$ cat config.mk
export PLATFORM = sky130hd
export DESIGN_NAME = ds_serializer
export DESIGN_NICKNAME = d
export VERILOG_FILES = /design/src/rtl/ds_serializer.sv
export SDC_FILE = /design/constraint.sdc
export NUM_CORES = 1
export LEC_CHECK = 0
export ABC_AREA = 1
export CAP_MARGIN = 10
export CORE_MARGIN = 2
export CORE_UTILIZATION = 60
export DETAILED_ROUTE_END_ITERATION = 8
export HOLD_SLACK_MARGIN = 0.1
export PLACE_DENSITY = 0.86
export SKIP_LAST_GASP = 1
export SLEW_MARGIN = 10
export SYNTH_ARGS = -nofsm -noshare
export SYNTH_HDL_FRONTEND = slang
export SYNTH_SLANG_ARGS = --single-unit
$ cat constraint.sdc
create_clock -name clk -period 3.8 [get_ports clk]
set_input_delay 0.38 -clock clk [delete_from_list [all_inputs] [get_ports clk]]
set_output_delay 0.38 -clock clk [all_outputs]
set_load 0.1 [all_outputs]
$ cat src/rtl/ds_serializer.sv
// Wide-to-narrow serializer: one prefetch register feeds a shift stage that emits RATIO beats per word.
// Define DS_SERIALIZER_MSB_FIRST_EN to emit the most-significant slice first (default: LSB slice first).
module ds_serializer #(
    parameter int WIDTH = 8,
    parameter int RATIO = 4
) (
    input  logic                     clk,
    input  logic                     reset_n,
    input  logic [WIDTH*RATIO-1:0]   i_dat,
    input  logic                     i_val,
    output logic                     i_rdy,
    output logic [WIDTH-1:0]         o_dat,
    output logic                     o_val,
    output logic                     o_last,
    input  logic                     o_rdy
);

    localparam int WW = WIDTH * RATIO;
    localparam int CW = (RATIO > 1) ? $clog2(RATIO) : 1;
    localparam logic [CW-1:0] CNT_LAST = CW'(RATIO - 1);

    logic [WW-1:0] in_reg_q, in_reg_d;
    logic          in_val_q, in_val_d;
    logic [WW-1:0] sh_reg_q, sh_reg_d;
    logic          sh_val_q, sh_val_d;
    logic [CW-1:0] cnt_q, cnt_d;
    logic          at_last;
    logic          adv;
    logic [CW-1:0] sel;

    assign at_last = (cnt_q == CNT_LAST);
    assign adv     = ~sh_val_q | (o_rdy & at_last);

    always_ff @(posedge clk or negedge reset_n) begin
        if (!reset_n) begin
            in_reg_q <= '0;
            in_val_q <= 1'b0;
            sh_reg_q <= '0;
            sh_val_q <= 1'b0;
            cnt_q    <= '0;
        end else begin
            in_reg_q <= in_reg_d;
            in_val_q <= in_val_d;
            sh_reg_q <= sh_reg_d;
            sh_val_q <= sh_val_d;
            cnt_q    <= cnt_d;
        end
    end

    always_comb begin
        in_reg_d = in_reg_q;
        in_val_d = in_val_q;
        sh_reg_d = sh_reg_q;
        sh_val_d = sh_val_q;
        cnt_d    = cnt_q;
        if (adv) begin
            // Prefetched word has priority; otherwise the inbound word bypasses straight into the shift stage.
            // sh_reg only updates when a word is actually loaded so o_dat stays quiet while idle.
            if (in_val_q) begin
                sh_reg_d = in_reg_q;
            end else if (i_val) begin
                sh_reg_d = i_dat;
            end
            sh_val_d = in_val_q | i_val;
            cnt_d    = '0;
            in_val_d = 1'b0;
        end else begin
            in_val_d = in_val_q | i_val;
            if (!in_val_q) begin
                in_reg_d = i_dat;
            end
            if (sh_val_q && o_rdy) begin
                cnt_d = cnt_q + 1'b1;
            end
        end
    end

`ifdef DS_SERIALIZER_MSB_FIRST_EN
    assign sel = CNT_LAST - cnt_q;
`else
    assign sel = cnt_q;
`endif

    always_comb begin
        o_dat = '0;
        for (int k = 0; k < RATIO; k++) begin
            if (sel == CW'(k)) begin
                o_dat = sh_reg_q[k*WIDTH +: WIDTH];
            end
        end
    end

    assign i_rdy  = ~in_val_q;
    assign o_val  = sh_val_q;
    assign o_last = sh_val_q & at_last;

endmodule
==> flow_metrics.env, run 1 <==
export IMPL_status="completed"
export IMPL_drc=0
export IMPL_clk_path_buf_depth=2
export IMPL_antenna_cells=0
export IMPL_wl_per_cell_um=12.8
export IMPL_p_total_uw=4200
export IMPL_die_w_um=81.7
export IMPL_worst_path_max_fanout=7
export IMPL_p_leak_uw=0.00215
export IMPL_grt_first_pass_wirelength_mm=11.7
export IMPL_ys_seq_area_share_pct=47.0
export IMPL_core_area_um2=5890
export IMPL_skew_ps=7.27
export IMPL_cellPowerDensity_nw_per_um2=1010
export IMPL_yosysWarningCount=0
export IMPL_worstReg2RegStart="cnt_q[0]$_DFFE_PN0P_"
export IMPL_worstPathArrival_ps=2120
export IMPL_start_util_pct=61.5
export IMPL_rr_worst_depth=5
export IMPL_endpoint_kind="primary output"
export IMPL_worstPathCellList="clkdlybuf4s50_1"
export IMPL_ir_drop_v=0.00141
export IMPL_dp_final_hpwl_mm=4.56
export IMPL_grt_pass1_vias=2568
export IMPL_ant_nets=0
export IMPL_worst_pin_slew_ps=1010
export IMPL_place_congestion=0.834
export IMPL_drt_iter0_markers=232
export IMPL_cts_inserted_buffers=9
export IMPL_syn_inst=441
export IMPL_hp_class="reg -> reg"
export IMPL_syn_nets=481
export IMPL_mostFrequentLayoutCells="nand2_1, dfrtp_1, inv_1, nand3_1, clkdlybuf4s50_1"
export IMPL_cts_tree="built"
export IMPL_drive_above_1_share_pct=18.2
export IMPL_reg2reg_setup_slack_ps=1440
export IMPL_utilization_pct=70.7
export IMPL_whs_ps=481
export IMPL_rsz0062_at_grt="false"
export IMPL_port_buffer_count=46
export IMPL_num_io_pins=47
export IMPL_synth_area_um2=3620
export IMPL_cts_sinks=68
export IMPL_finalSetupTns_ps=0
export IMPL_finalHoldViolCount=0
export IMPL_cap_violations=0
export IMPL_period_share_pct=65.9
export IMPL_r2r_end="in_reg_q[2]$_DFFE_PN0P_"
export IMPL_dr_pass1_iters=6
export IMPL_clkTransAtPathRegs_ps=70
export IMPL_path_class="reg -> out"
export IMPL_post_drt_via_cell_ratio=5.24
export IMPL_crit_required_ps=3420
export IMPL_netlist_area_leader_share_pct=47.0
export IMPL_maxSlewViolCount=0
export IMPL_clockRootBuffer="clkbuf_8"
export IMPL_finalSetupViolCount=0
export IMPL_yosysTopAreaCell="dfrtp_1"
export IMPL_period_needed_ps=2500
export IMPL_grt_ovfl_total=0
export IMPL_cp_start_kind="flip-flop"
export IMPL_grt_max_degree=65
export IMPL_syn_area_per_cell_um2=8.21
export IMPL_cp_depth=1
export IMPL_synth_cell_type_count=19
export IMPL_fp_row_count=28
export IMPL_clk_latency_ps=350
export IMPL_synthSimpleGateAreaFrac_pct=25.9
export IMPL_wirelength_mm=7.09
export IMPL_crit_family="buffers and inverters"
export IMPL_synth_area_leaders="dfrtp_1, nand2_1, o21ai_2"
export IMPL_synth_area_mux_share_pct=0
export IMPL_die_area_um2=6670
export IMPL_synth_top_family_by_area="simple AND/OR/NAND/NOR gates"
export IMPL_cpPeakStageDelay_ps=1220
export IMPL_antenna_found_initial=0
export IMPL_num_vias=2891
export IMPL_maxClockFrequency_mhz=399
export IMPL_area_growth_syn_to_layout_pct=14.9
export IMPL_hold_depth=2
export IMPL_final_nets=512
export IMPL_synth_compound_area_share_pct=14.8
export IMPL_synthAdderAreaFrac_pct=1.38
export IMPL_min_from="sh_reg_q[22]$_DFFE_PN0P_"
export IMPL_synth_seq_cells=68
export IMPL_min_to="sh_reg_q[22]$_DFFE_PN0P_"
export IMPL_crit_buf_inv=1
export IMPL_slew_headroom_pct=33.0
export IMPL_die_y_um=81.7
export IMPL_grtUsageTotal_pct=23.2
export IMPL_synth_xor_area_share_pct=0
export IMPL_cts_htree_levels=3
export IMPL_nFillCells=453
export IMPL_final_common_cell="nand2_1"
export IMPL_slowest_stage="clkdlybuf4s50_1"
[worst max-delay path by stage]
stage	start	end
6_report	o_val$_DFFE_PN0P_	o_val
5_1_grt	cnt_q[0]$_DFFE_PN0P_	o_dat[3]
4_1_cts	o_val$_DFFE_PN0P_	o_val
3_5_place_dp	cnt_q[0]$_DFFE_PN0P_	in_reg_q[2]$_DFFE_PN0P_
3_3_place_gp	cnt_q[0]$_DFFE_PN0P_	in_reg_q[0]$_DFFE_PN0P_
2_1_floorplan	o_val$_DFFE_PN0P_	o_last
[per-stage QoR]
step	cells	cell area [um2]	setup WS, ps
4_1_cts	551	4150	1300
5_1_grt	552	4160	1210
6_report	552	4160	1300
3_5_place_dp	535	3950	1500
3_3_place_gp	535	3950	1560
2_1_floorplan	441	3620	1540
[tightest hold or removal path, stage by stage, from the launching register on]
cell and delay [ps]:
dfrtp_1 340, nand2_1 60, nand2_1 50
[per-layer routing]
layer	vias to the layer above	track usage (%)	part of all wire (%)
met2	82	35.8	47
li1	1454	-	-
met3	13	6.04	5.2
met1	1342	31.4	46
met5	-	0	0
met4	0	9.17	1.6
[synth_stat cells]
master,count
inv_2,2
nand2_2,20
dfrtp_1,68
o21ai_2,32
buf_2,12
o21ai_1,2
o21ai_0,32
nand3_1,40
buf_4,5
ha_1,4
nand2_1,143
buf_6,10
nand2_4,4
clkbuf_1,2
nand3_4,1
a21oi_1,17
inv_1,44
inv_4,1
nand4_1,2
[power breakdown]
group / internal, uW / switching [uW] / leakage [uW]
sequential: 1070 / 217 / 0.000846
combinational: 649 / 1650 / 0.00120
clock: 337 / 272 / 0.000102
total: 2060 / 2140 / 0.00215
[final cells by class]
| cell class | count | area [um2] | area share (%) |
|---|---|---|---|
| well taps | 75 | 93.8 | 2.26 |
| clock inverters | 4 | 47.5 | 1.14 |
| inverters | 47 | 179 | 4.30 |
| multi-input cells | 297 | 1520 | 36.6 |
| flip-flops and latches | 68 | 1700 | 40.9 |
| repair buffers | 49 | 460 | 11.1 |
| clock buffers | 12 | 155 | 3.73 |
[kinds of logic after synthesis]
kind of cell | Yosys count
and+or+nand+nor | 210
AOI/OAI and AO/OA | 83
buffers and inverters | 76
DFF | 68
adders and majority gates | 4
[sequential cells by signal, summed over array words and instances (netlist names)]
register  cells
in_reg_q     32
in_val_q      1
sh_reg_q     32
cnt_q         2
o_val         1
[repair_timing]
item / CTS / global route
buffers inserted: 0 / 0
resized for setup: 0 / 0
hold buffers: 0 / 1
hold endpoints to repair: 0 / 7
Note: power is estimated with default switching activity, not from simulation.
==> run 2: changes to the inputs <==
CORE_UTILIZATION = 55   (was 60)
PLACE_DENSITY = 0.8   (was 0.86)
clock period = 2.46 ns   (was 3.8 ns; I/O delays follow)
==> run 2 against run 1 <==
Net effect:
- wire length up 6.7%
- die area up 8.6%
- register-to-register slack worse by 940 ps
- clock skew up 1.3 ps
- sequential power up 55%
- global-route usage about the same
- clock power up 71%
- cell count up 1.3%
- flip-flop and latch count unchanged
- combinational power up 74%
- non-clock buffer count up 5
==> flow_metrics.env, run 2 (synthesis results as in run 1) <==
export IMPL_status="completed"
export IMPL_clockRootBuffer="clkbuf_8"
export IMPL_whs_ps=459
export IMPL_nFillCells=517
export IMPL_finalHoldViolCount=0
export IMPL_dr_pass1_iters=4
export IMPL_die_w_um=85.1
export IMPL_clock_power_share_pct=14.7
export IMPL_maxSlewViolCount=0
export IMPL_mostFrequentLayoutCells="nand2_1, dfrtp_1, inv_1, nand3_1, clkdlybuf4s50_1"
export IMPL_die_y_um=85.1
export IMPL_drt_iter0_markers=266
export IMPL_cellPowerDensity_nw_per_um2=1620
export IMPL_cp_start_kind="flip-flop"
export IMPL_dp_final_hpwl_mm=5.23
export IMPL_antenna_cells=0
export IMPL_cts_sinks=68
export IMPL_fp_row_count=29
export IMPL_wirelength_mm=7.57
export IMPL_intPower_uw=3620
export IMPL_cap_violations=0
export IMPL_grt_ovfl_total=0
export IMPL_seq_power_share_pct=28.4
export IMPL_clk_path_buf_depth=2
export IMPL_die_area_um2=7250
export IMPL_num_io_pins=47
export IMPL_top_regs="in_reg_q (32), sh_reg_q (32), cnt_q (2)"
export IMPL_worst_path_max_fanout=16
export IMPL_placed_area_um2=4120
export IMPL_maxClockFrequency_mhz=452
export IMPL_cts_htree_levels=3
export IMPL_p_sw_uw=3420
export IMPL_drive_above_1_share_pct=19.7
export IMPL_finalSetupViolCount=0
export IMPL_num_vias=2930
export IMPL_period_share_pct=90.0
export IMPL_port_buffer_count=46
export IMPL_post_drt_via_cell_ratio=5.24
export IMPL_finalSetupTns_ps=0
export IMPL_worstPathArrival_ps=1970
export IMPL_drc=0
export IMPL_endpoint_kind="primary output"
export IMPL_regArea_um2=1700
export IMPL_ant_nets=0
export IMPL_setup_ws_ps=245
export IMPL_period_needed_ps=2210
export IMPL_post_place_ws_ps=568
export IMPL_wl_per_cell_um=13.5
export IMPL_multi_input_area_um2=1520
export IMPL_p_comb_share_pct=56.9
export IMPL_p_leak_uw=0.00222
export IMPL_grt_max_degree=37
export IMPL_grtUsageTotal_pct=23.2
export IMPL_core_area_um2=6350
export IMPL_grt_first_pass_wirelength_mm=13.2
export IMPL_skew_ps=8.53
export IMPL_slew_headroom_pct=56.8
export IMPL_clk_latency_ps=350
export IMPL_final_common_cell="nand2_1"
export IMPL_crit_required_ps=2210
export IMPL_antenna_found_initial=0
export IMPL_place_congestion=0.887
export IMPL_grt_pass1_vias=2877
export IMPL_swShare_pct=48.6
export IMPL_start_util_pct=57.0
export IMPL_ir_drop_v=0.00128
export IMPL_final_nets=517
export IMPL_hp_class="in -> async"
export IMPL_worst_pin_slew_ps=648
export IMPL_path_class="reg -> out"
export IMPL_fin_area_um2=4350
export IMPL_rsz0062_at_grt="false"
export IMPL_area_growth_syn_to_layout_pct=20.2
export IMPL_cts_tree="built"
export IMPL_clkTransAtPathRegs_ps=70
export IMPL_cts_inserted_buffers=9
==> run 2: cell types whose count changed in the layout (fill, tap and decap cells not counted) <==
cell,change
clkinv_2,-1
buf_4,-5
buf_2,+1
clkbuf_8,-1
buf_12,+11
clkinvlp_4,+2
clkbuf_1,-1
bufinv_16,+1
clkdlybuf4s50_1,-2
==> run 2: per-stage QoR <==
step           std cells  util, %  total power, uW
2_1_floorplan        441        -             5000
3_3_place_gp         542     64.8             5880
3_5_place_dp         542     64.8             6010
4_1_cts              559     68.6             7080
5_1_grt              559     68.6             7520
6_report             559     68.6             7040
==> run 2: final cells by class <==
cell class / instances / share of cell area (%)
Clock buffer: 10 / 3.16
Clock inverter: 6 / 2.01
Inverter: 47 / 4.11
Multi-Input combinational cell: 297 / 35.0
Sequential cell: 68 / 39.1
Tap cell: 77 / 2.21
Timing Repair Buffer: 54 / 14.4
==> run 2: final timing paths <==
path,cells after the start,slack (ps),startpoint,end
max in group asynchronous,3,1260,reset_n,in_reg_q[0]$_DFFE_PN0P_
hold / removal,2,460,reset_n,in_reg_q[10]$_DFFE_PN0P_
setup reg to reg,6,500,cnt_q[0]$_DFFE_PN0P_,sh_reg_q[23]$_DFFE_PN0P_
hold reg to reg,2,480,sh_reg_q[20]$_DFFE_PN0P_,sh_reg_q[20]$_DFFE_PN0P_
setup / recovery,7,250,cnt_q[0]$_DFFE_PN0P_,o_dat[7]
min in group clk,3,460,i_dat[22],in_reg_q[22]$_DFFE_PN0P_
==> run 2: power by group through the flow <==
stage | sequential (uW) | clock (uW) | combinational, uW
2_1_floorplan | 1950 | 0 | 3060
5_1_grt | 2050 | 1090 | 4370
3_5_place_dp | 2000 | 0 | 4000
4_1_cts | 1990 | 1050 | 4040
3_3_place_gp | 1980 | 0 | 3900
6_report | 2000 | 1040 | 4000
==> run 2: repair_timing <==
action | in CTS | in global routing
hold buffers | 1 | 0
buffers inserted | 0 | 0
hold endpoints to repair | 27 | 0
resized for setup | 0 | 0
==> run 2: critical path, cell delays in order (launching register included) <==
cell	delay, ps
dfrtp_1	410
inv_1	130
ha_1	500
a21oi_1	90
nand2_1	100
nand2_1	60
nand2_1	130
buf_12	190
==> run 2: layer usage <==
metal  vias up  share of wire [%]  routed length, um  global-route usage (%)
li1       1468                  -                  -                       -
met1      1389                 43               3270                    30.6
met2        63                 51               3840                    37.9
met3        10                4.7                356                    4.67
met4         0                1.4                104                    8.80
met5         -                  0                  0                       0
